`config.mk`:
```
export PLATFORM = sky130hd
export DESIGN_NAME = if_fetch_stage
export DESIGN_NICKNAME = d
export VERILOG_FILES = /design/src/rtl/if_fetch_stage.sv
export SDC_FILE = /design/constraint.sdc
export NUM_CORES = 1
export LEC_CHECK = 0
export ABC_AREA = 1
export BUFFER_PORTS_ARGS = -buffer_cell sky130_fd_sc_hd__buf_2
export CORE_AREA = 4 4 116 118
export DETAILED_ROUTE_END_ITERATION = 8
export DIE_AREA = 0 0 120 122
export HOLD_SLACK_MARGIN = 0.15
export PLACE_DENSITY = 0.76
export SLEW_MARGIN = 20
export SYNTH_ARGS = -nofsm -noshare
export SYNTH_HDL_FRONTEND = slang
export SYNTH_SLANG_ARGS = --single-unit
export TNS_END_PERCENT = 10
```
`constraint.sdc`:
```
create_clock -name clk -period 1.3 [get_ports clk]
set_input_delay 0.26 -clock clk [delete_from_list [all_inputs] [get_ports clk]]
set_output_delay 0.26 -clock clk [all_outputs]
set_load 0.01 [all_outputs]
```
`src/rtl/if_fetch_stage.sv`:
```
// Instruction-fetch stage: owns the PC, drives the 1-cycle-latency instruction SRAM,
// keeps branch redirects that arrive while the PC is frozen, and holds the decode-side word under stall.
module if_fetch_stage #(
   parameter logic [31:0] RESET_PC = 32'hBFC0_0000,
   parameter int          STALL_W  = 6
) (
   input  logic               clk,
   input  logic               rst,
   input  logic [STALL_W-1:0] stall,
   input  logic [32:0]        br_bus,
   output logic               inst_sram_en,
   output logic [3:0]         inst_sram_wen,
   output logic [31:0]        inst_sram_addr,
   output logic [31:0]        inst_sram_wdata,
   input  logic [31:0]        inst_sram_rdata,
   output logic [32:0]        if_to_id_bus,
   output logic [31:0]        if_inst,
   output logic               dbg_hold_vld,
   output logic               dbg_redir_pend
);

   // Flow control is stall-based rather than valid/ready: stall[0] freezes the PC,
   // stall[1] freezes the IF/ID boundary; ce marks if_to_id_bus as carrying a real fetch.
   typedef enum logic {
      S_PASS = 1'b0,
      S_HOLD = 1'b1
   } hold_state_e;

   logic        br_e;
   logic [31:0] br_addr;
   logic [31:0] pc_q;
   logic [31:0] pc_d;
   logic        ce_q;
   logic        redir_pend_q;
   logic [31:0] redir_addr_q;
   hold_state_e state_q;
   logic [31:0] hold_inst_q;
   logic        unused_stall;

   assign br_e    = br_bus[32];
   assign br_addr = br_bus[31:0];

   // stall[2] only tells decode to bubble; the held word is kept either way.
   assign unused_stall = ^stall[STALL_W-1:2];

   always_comb begin
      pc_d = pc_q + 32'd4;
      if (br_e) begin
         pc_d = br_addr;
      end else if (redir_pend_q) begin
         pc_d = redir_addr_q;
      end
   end

   always_ff @(posedge clk) begin
      if (!rst) begin
         pc_q <= RESET_PC - 32'd4;
         ce_q <= 1'b0;
      end else if (!stall[0]) begin
         pc_q <= pc_d;
         ce_q <= 1'b1;
      end
   end

   always_ff @(posedge clk) begin
      if (!rst) begin
         redir_pend_q <= 1'b0;
         redir_addr_q <= 32'd0;
      end else if (stall[0]) begin
         if (br_e) begin
            redir_pend_q <= 1'b1;
            redir_addr_q <= br_addr;
         end
      end else begin
         redir_pend_q <= 1'b0;
      end
   end

   // Capture only on entry to HOLD so later SRAM returns cannot overwrite the word decode owns.
   always_ff @(posedge clk) begin
      if (!rst) begin
         state_q     <= S_PASS;
         hold_inst_q <= 32'd0;
      end else begin
         case (state_q)
            S_PASS: begin
               if (stall[1]) begin
                  state_q     <= S_HOLD;
                  hold_inst_q <= inst_sram_rdata;
               end
            end
            S_HOLD: begin
               if (!stall[1]) begin
                  state_q <= S_PASS;
               end
            end
            default: state_q <= S_PASS;
         endcase
      end
   end

   assign inst_sram_en    = ce_q & ~stall[0];
   assign inst_sram_wen   = 4'b0000;
   assign inst_sram_addr  = ce_q ? pc_q : 32'd0;
   assign inst_sram_wdata = 32'd0;
   assign if_to_id_bus    = {ce_q, pc_q};
   assign if_inst         = (state_q == S_HOLD) ? hold_inst_q : inst_sram_rdata;
   assign dbg_hold_vld    = (state_q == S_HOLD);
   assign dbg_redir_pend  = redir_pend_q;

endmodule
```
==> results.ini, run 1 <==
[status]
status=finished, violations left
violations=setup timing

[layout]
antenna_cells=0
drive_gt1_share_pct=33.49
syn_to_final_growth_pct=40.13
fin_nets=1159

[sta]
max_freq_mhz=661.2
rsz0062_at_grt=true
fin_ws_ps=-212.4
finalClockSkew_ps=11.38
maxSlewViolCount=0
period_share_pct=116.3
hold_viol=0
finalSetupViolations=71
holdWs_ps=172.9
layout_min_cycle_time_ps=1512

[die]
die_area_mm2=0.01464
core_mm2=0.01247
start_util_pct=43.87
die_y_um=122
rows=41
die_w_um=120
ios=209

[clock_network]
htreeDepth=3
cts_sinks=99
clkTransAtPathRegs_ps=70
cts_made_buffers=9
tritoncts=yes
root_buffer=clkbuf_16
clock_path_buffers=2
insertion_delay_ps=360

[global_route]
globalRouteOverflowTotal=0
grt_pass1_wl_um=26970
grt_max_degree=63
grt_antenna_before_repair=0
grt_usage_pct=22.87
first_global_vias=5663

[place]
gp_congestion=0.8699
portBuffers=168
dp_slack_ps=-159.0
dpl.hpwl_um=12400

[worst_hold_path]
min_path_cells=3
hold_path_class=in -> reg
min_to=redir_addr_q[4]$_SDFFE_PN0P_
min_from=br_bus[4]

[setup_path]
worstPathArrival_ps=1250
path_class=reg -> out
r2r_start=pc_q[3]$_SDFFE_PN1N_
r2r_setup_slack_ps=-100
worst_setup_path_end_kind=output port
cp-start-kind=register
rr_endpoint=pc_q[12]$_SDFFE_PN1N_
timing.critical_path.from=dbg_hold_vld$_SDFF_PN0_
crit_required_ps=1040
rr_worst_depth=8
worst-path-max-fanout=27

[power]
p_leak_nw=3.995
pwr_density_cell_mw_per_mm2=1149
total_power_mw=8.803
peakVddDrop_mv=0.7328

[route]
detailedRoute.firstIterationViolations=390
vias=6152
wl_per_cell_um=13.45
drc=0
drt-total-wl_um=16980
dr.pass1.iters=5
antenna_left=0
via_per_inst=4.875

[yosys]
synth_top_area_share_pct=36.24
yosys_warnings=0
ys_types=29
avgSynthCellArea_um2=6.404
ys_seq_elements=99
syn_inst=854
yosys.area.top_type=dfxtp_1
netlist_area_mm2=0.005469
ys_seq_area_share_pct=36.24
ys_top_cells_by_area=dfxtp_1, nand2_1, o21ai_0

[flow_run]
drv_cap=0

-- how the worst max path moves through the flow --
stage / endpoint / slack [ps] / cells past startpoint
floorplan: if_inst[30] / -40 / 4
global route: if_inst[6] / -260 / 5
global placement: pc_q[9]$_SDFFE_PN1N_ / -170 / 8
CTS: if_inst[21] / -220 / 5
finish: if_inst[29] / -210 / 5
detailed placement: pc_q[9]$_SDFFE_PN1N_ / -160 / 8
-- critical path, stage by stage (launching register included) --
cell and delay, ps:
dfxtp_4 360, inv_8 90, buf_16 180, nand2_1 70
nand2_1 60, buf_2 130
-- power by group --
part           internal, mW  switching, mW
Clock                  1.69           1.20
Combinational          1.04           1.45
Sequential             3.27          0.150
-- per-layer routing --
metal / GRT usage (%) / routed length (µm) / up-vias
li1: - / - / 3125
met1: 28.65 / 7178 / 2724
met2: 37.48 / 7882 / 271
met3: 5.432 / 1447 / 32
met4: 10.31 / 468 / 0
met5: 0 / 0 / -
-- repair_timing --
item                                    in CTS  in global routing
endpoints found under the setup margin      93                121
pin swaps                                    1                 13
cloned                                       2                  0
gates resized for setup                     66                 70
hold buffers                                 1                  0
endpoints found under the hold margin        1                  0
setup buffers                                0                  1
-- sequential cells by signal, summed over array words and instances (netlist names) --
| register | count |
|---|---|
| dbg_hold_vld | 1 |
| ce_q | 1 |
| redir_addr_q | 32 |
| hold_inst_q | 32 |
| pc_q | 32 |
| dbg_redir_pend | 1 |
-- per-stage QoR --
step / cells / util [%] / instance area (µm²) / setup TNS (ps)
after floorplan: 889 / - / 5632 / -303.5
after global placement: 1242 / 56.57 / 7052 / -4318
after detailed placement: 1242 / 56.57 / 7052 / -5100
after CTS: 1261 / 60.29 / 7516 / -10650
after global routing: 1262 / 61.48 / 7664 / -15720
final: 1262 / 61.48 / 7664 / -9193
-- placed cells by master, fill, tap and decap left out, types with 21 or more instances in the layout --
cell      instances
inv_1           102
a21oi_1          71
dfxtp_1          75
nor2_2           21
a221oi_1         25
nand2_1         186
buf_4            83
buf_2           168
o21ai_0          56
conb_1           36
o21ai_1          41
nor2_1           94
-- cells in the mapped netlist, drive strengths merged --
library cell	instances
o211ai	2
nand3b	1
xor2	4
a31oi	2
a22oi	2
clkinv	1
xnor2	1
nand2	198
nor3	2
inv	107
clkbuf	34
o21ai	103
a21oi	74
conb	1
o21bai	1
nor2	125
a211oi	2
buf	47
a221oi	26
dfxtp	99
o221ai	1
nand3	18
ha	1
o22ai	2
-- kinds of logic after synthesis --
family / after synthesis / synth area share [%]
other: 1 / 0.06857
AOI/OAI and AO/OA: 215 / 21.94
DFF: 99 / 36.24
buffers and inverters: 189 / 15.72
xor gates and xnor gates: 5 / 0.8007
and+or+nand+nor: 344 / 25.01
adders and majority gates: 1 / 0.2287
-- final cells by class --
type	count	area [µm²]
Fill cell	1153	4802
Inverter	108	412.9
Clock inverter	5	78.83
Sequential cell	99	2027
Clock buffer	11	232.7
Multi-Input combinational cell	601	2954
Timing Repair Buffer	266	1743
Tap cell	172	215.2
Note: power is estimated with default switching activity, not from simulation.
==> inputs of run 2 (changes only) <==
--- a/config.mk
+++ b/config.mk
@@ -7,9 +7,9 @@
 export LEC_CHECK = 0
 export ABC_AREA = 1
 export BUFFER_PORTS_ARGS = -buffer_cell sky130_fd_sc_hd__buf_2
-export CORE_AREA = 4 4 116 118
+export CORE_AREA = 4 4 83 163
 export DETAILED_ROUTE_END_ITERATION = 8
-export DIE_AREA = 0 0 120 122
+export DIE_AREA = 0 0 87 167
 export HOLD_SLACK_MARGIN = 0.15
 export PLACE_DENSITY = 0.76
 export SLEW_MARGIN = 20
==> run 2 against run 1 <==
The run still ends with setup timing left. Critical path depth did not move. Die area decreased by 0.76%. Core utilization increased by 2.5 points. Non-clock buffer count rose by 4. Flip-flop and latch count is the same. Sequential power barely moved. Hold slack better by 9.5 ps. Power increased by 2.6%. Global-route usage is 1.8 points higher. Cell area increased by 1.9%. Maximum frequency shrank 0.61%. Critical path type unchanged. Largest cell class unchanged. Largest power group unchanged.
==> results.ini, run 2 (synthesized netlist as in run 1, its figures left out) <==
[status]
status=finished, violations left
violations=setup timing

[layout]
drive_gt1_share_pct=34.73
mostFrequentLayoutCell=nand2_1
fin_cells=1241
finalInstanceArea_mm2=0.007807
antenna_cells=0
nFillCells=1120
syn_to_final_growth_pct=42.76
layout_common_cells=nand2_1, buf_2, inv_1
fin_nets=1163
fin_util_pct=64.02
reg.largest.list=hold_inst_q (32), pc_q (32), redir_addr_q (32)

[setup_path]
worst-path-max-fanout=9
path_buf_inv=3
path_class=reg -> out
crit_chain=inv_8 > clkbuf_16 > nand2_1 > o21ai_1 > buf_2
worst_setup_path_end_kind=output port
crit_required_ps=1040
worstPathArrival_ps=1260
cpLargestDelayFamily=buffers and inverters
cp_slowest_cell=dfxtp_2
max_stage_delay_ps=350
cp-start-kind=register

[global_route]
grt_max_degree=63
first_global_vias=6068
globalRouteOverflowTotal=0
grt_pass1_wl_um=28400
grt_usage_pct=24.65
grt_antenna_before_repair=0

[place]
dp_slack_ps=-192.2
dpl.hpwl_um=14050
gp_congestion=0.9512
portBuffers=168
dp.cells=1218
placed_area_mm2=0.007015

[route]
dr.pass1.iters=5
drc=0
drt-total-wl_um=18710
vias=6360
detailedRoute.firstIterationViolations=313
via_per_inst=5.125
top_layer=met4
route.met2.wl_um=10560
wl_per_cell_um=15.08
m1WireLength_um=6086
met3WireLength_um=1097
antenna_left=0

[sta]
finalClockSkew_ps=6.219
maxSlewViolCount=0
fin_ws_ps=-221.7
max_freq_mhz=657.2
finalSetupViolations=83
period_share_pct=117.1
hold_viol=0
rsz0062_at_grt=true
holdWs_ps=182.4
layout_min_cycle_time_ps=1522
setup_tns_ps=-9693

[die]
die_w_um=87
ios=209
die_y_um=167
core_mm2=0.01220
start_util_pct=44.84
rows=57
die_area_mm2=0.01453

[worst_hold_path]
hold_path_class=in -> reg

[power]
peakVddDrop_mv=0.8656
p_leak_nw=4.062
pwr_density_cell_mw_per_mm2=1157
total_power_mw=9.031

[clock_network]
clkTransAtPathRegs_ps=70
htreeDepth=3
cts_sinks=99
cts_made_buffers=9
clock_path_buffers=2
tritoncts=yes
root_buffer=clkbuf_16
insertion_delay_ps=350

[flow_run]
drv_cap=0

## run 2: cell count changes in the layout (fill, tap and decap cells not counted), sizes merged
cell	previous run	this run
clkinv	4	1
inv	107	110
buf	265	267
clkbuf	11	12
clkinvlp	0	1
## run 2: worst paths after layout
kind / to / slack, ps / start / cells past startpoint
max: if_inst[8] / -220 / dbg_hold_vld$_SDFF_PN0_ / 5
min: redir_addr_q[31]$_SDFFE_PN0P_ / 180 / br_bus[31] / 3
max reg2reg: pc_q[16]$_SDFFE_PN1N_ / -160 / pc_q[3]$_SDFFE_PN1N_ / 7
min reg2reg: redir_addr_q[5]$_SDFFE_PN0P_ / 450 / redir_addr_q[5]$_SDFFE_PN0P_ / 2
## run 2: routing by layer
layer  track usage, %  up-vias
met3            3.559       57
met4            15.26        0
met5                0        -
met2            47.34      251
li1                 -     3141
met1            23.03     2911
## run 2: power by group
part,switching [mW],internal (mW),leakage [nW]
combinational,1.55,1.10,3.09
sequential,0.165,3.27,0.817
clock,1.24,1.71,0.154
total,2.95,6.08,4.06
## run 2: worst reg2reg max path, delay by kind of cell, from the launching register on
family / cells / cell delay (ps)
AND/OR/NAND/NOR: 4 / 570
flip-flops: 1 / 380
AO/OA/AOI/OAI: 1 / 130
adder cells (fa/ha/maj): 1 / 150
XOR/XNOR: 1 / 160
## run 2: cell type report
cell class                      count  area (µm²)  share of cell area [%]
Timing Repair Buffer              270        1826                   23.38
Clock buffer                       10       229.0                   2.933
Sequential cell                    99        2043                   26.17
Inverter                          108       414.1                   5.304
Tap cell                          147       183.9                   2.356
Clock inverter                      6       93.84                   1.202
Multi-Input combinational cell    601        3018                   38.65
## run 2: timing repair
item,4_1_cts,5_1_grt
resized for setup,71,87
buffers inserted,1,1
endpoints found under the setup margin,97,130
pin swaps,1,13
hold endpoints to repair,1,0
gates cloned,2,2
hold buffers,1,0
==> inputs of run 3 (changes only) <==
--- a/config.mk
+++ b/config.mk
@@ -7,9 +7,9 @@
 export LEC_CHECK = 0
 export ABC_AREA = 1
 export BUFFER_PORTS_ARGS = -buffer_cell sky130_fd_sc_hd__buf_2
-export CORE_AREA = 4 4 83 163
+export CORE_AREA = 4 4 104 131
 export DETAILED_ROUTE_END_ITERATION = 8
-export DIE_AREA = 0 0 87 167
+export DIE_AREA = 0 0 108 135
 export HOLD_SLACK_MARGIN = 0.15
 export PLACE_DENSITY = 0.76
 export SLEW_MARGIN = 20
==> run 3 against run 2 <==
Highest routed layer unchanged. Via count decreased by 1.5%. Sequential share of layout area is 0.23 points higher. Power fell by 0.64%. Clock skew is 2.6 ps higher. Final cell count is 1.2% higher. Maximum frequency down 2.3%. Critical path type unchanged. Largest power group unchanged. Clock power up 2%. Critical endpoint is now if_inst[26]. The run still ends with setup timing left. Worst setup slack got worse by 36 ps. Register-to-register slack improved by 20 ps.
==> results.ini, run 3 (synthesized netlist as in run 1, its figures left out) <==
[status]
status=finished, violations left
violations=setup timing

[global_route]
grt_max_degree=63
first_global_vias=5721
grt_antenna_before_repair=0
grt_pass1_wl_um=27170
grt_usage_pct=23.32
globalRouteOverflowTotal=0

[layout]
syn_to_final_growth_pct=40.38
layout_common_cells=nand2_1, buf_2, inv_1
nFillCells=1171
fin_nets=1158
drive_gt1_share_pct=33.92
fin_util_pct=61.47
antenna_cells=0
mostFrequentLayoutCell=nand2_1
reg.largest.list=hold_inst_q (32), pc_q (32), redir_addr_q (32)

[worst_hold_path]
min_from=br_bus[16]
min_path_cells=3
hold_path_class=in -> reg
min_to=redir_addr_q[16]$_SDFFE_PN0P_

[route]
dr.pass1.iters=5
detailedRoute.firstIterationViolations=252
vias=6267
drt-total-wl_um=17590
antenna_left=0
via_per_inst=4.990
wl_per_cell_um=14.01
drc=0

[sta]
fin_ws_ps=-257.7
hold_viol=0
finalClockSkew_ps=8.845
max_freq_mhz=642.0
maxSlewViolCount=0
finalSetupViolations=89
setup_tns_ps=-9566
layout_min_cycle_time_ps=1558
period_share_pct=119.8
rsz0062_at_grt=true

[clock_network]
clkTransAtPathRegs_ps=70
insertion_delay_ps=350
cts_made_buffers=9
root_buffer=clkbuf_16
clock_path_buffers=2
htreeDepth=3
cts_sinks=99
tritoncts=yes

[setup_path]
r2r_start=pc_q[2]$_SDFFE_PN1N_
cp_slowest_cell=dfxtp_4
rr_endpoint=pc_q[13]$_SDFFE_PN1N_
rr_worst_depth=8
cpLargestDelayFamily=buffers and inverters
crit_chain=inv_8 > buf_6 > clkbuf_16 > o21ai_2 > buf_2
worstPathArrival_ps=1300
crit_required_ps=1040
cp-start-kind=register
max_stage_delay_ps=370
path_buf_inv=4
worst-path-max-fanout=6
worst_setup_path_end_kind=output port
path_class=reg -> out
r2r_setup_slack_ps=-140

[die]
ios=209
start_util_pct=43.79
die_w_um=108
rows=46
die_area_mm2=0.01458
die_y_um=135
core_mm2=0.01249

[power]
peakVddDrop_mv=0.6413
p_leak_nw=3.996
pwr_density_cell_mw_per_mm2=1169

[place]
dp_slack_ps=-173.9
portBuffers=168
gp_congestion=0.9721
dpl.hpwl_um=12850

[flow_run]
drv_cap=0

-- run 3: changes by cell type in the layout (fill, tap and decap cells not counted), sizes merged --
| cell | change |
|---|---|
| buf | -4 |
| inv | -2 |
-- run 3: how the worst max path moves through the flow --
stage / from / endpoint / cells past startpoint
2_1_floorplan: dbg_hold_vld$_SDFF_PN0_ / if_inst[30] / 4
3_3_place_gp: pc_q[3]$_SDFFE_PN1N_ / pc_q[24]$_SDFFE_PN1N_ / 9
3_5_place_dp: pc_q[11]$_SDFFE_PN1N_ / pc_q[23]$_SDFFE_PN1N_ / 9
4_1_cts: dbg_hold_vld$_SDFF_PN0_ / if_inst[0] / 5
5_1_grt: dbg_hold_vld$_SDFF_PN0_ / if_inst[23] / 5
6_report: dbg_hold_vld$_SDFF_PN0_ / if_inst[26] / 5
-- run 3: timing repair --
action / CTS / global route
setup endpoints to repair: 97 / 131
hold buffers: 1 / 0
endpoints found under the hold margin: 1 / 0
setup buffers: 1 / 0
resized for setup: 80 / 77
pin swaps: 3 / 5
gates cloned: 1 / 1
-- run 3: worst register-to-register path, stage by stage (launching register included) --
cell and delay [ps]:
dfxtp_4 370, buf_4 110, inv_1 60, nor2_4 150, nand2_2 120, buf_4 160
nor3_1 150, o21ai_0 130, a21oi_1 130
-- run 3: area by class of cell --
type	count	area, µm²	share of cell area (%)
multi-input combinational	601	2970	38.69
sequential	99	2027	26.40
timing repair buffer	265	1728	22.51
inverter	108	415.4	5.411
clock buffer	11	254.0	3.308
tap	168	210.2	2.738
clock inverter	4	72.57	0.9452
-- run 3: per-stage QoR --
| stage | hold WS (ps) | power (mW) | cells | cell area, µm² |
|---|---|---|---|---|
| floorplan | 353.5 | 4.782 | 889 | 5632 |
| global placement | 430.1 | 5.699 | 1237 | 7014 |
| detailed placement | 434.0 | 5.746 | 1237 | 7014 |
| CTS | 176.7 | 8.816 | 1255 | 7485 |
| global route | 192.7 | 9.392 | 1256 | 7677 |
| finish | 176.9 | 8.973 | 1256 | 7677 |
-- run 3: power by group --
part	switching, mW	leakage, nW	internal, mW
registers	0.151	0.816	3.27
clock network	1.21	0.157	1.79
logic	1.50	3.02	1.05
-- run 3: per-layer routing --
metal,vias up,part of all wire (%),global-route usage (%)
met4,0,4.1,10.88
met3,50,7.7,4.974
met1,2819,38,26.14
li1,3133,-,-
met2,265,50,41.70
met5,-,0,0
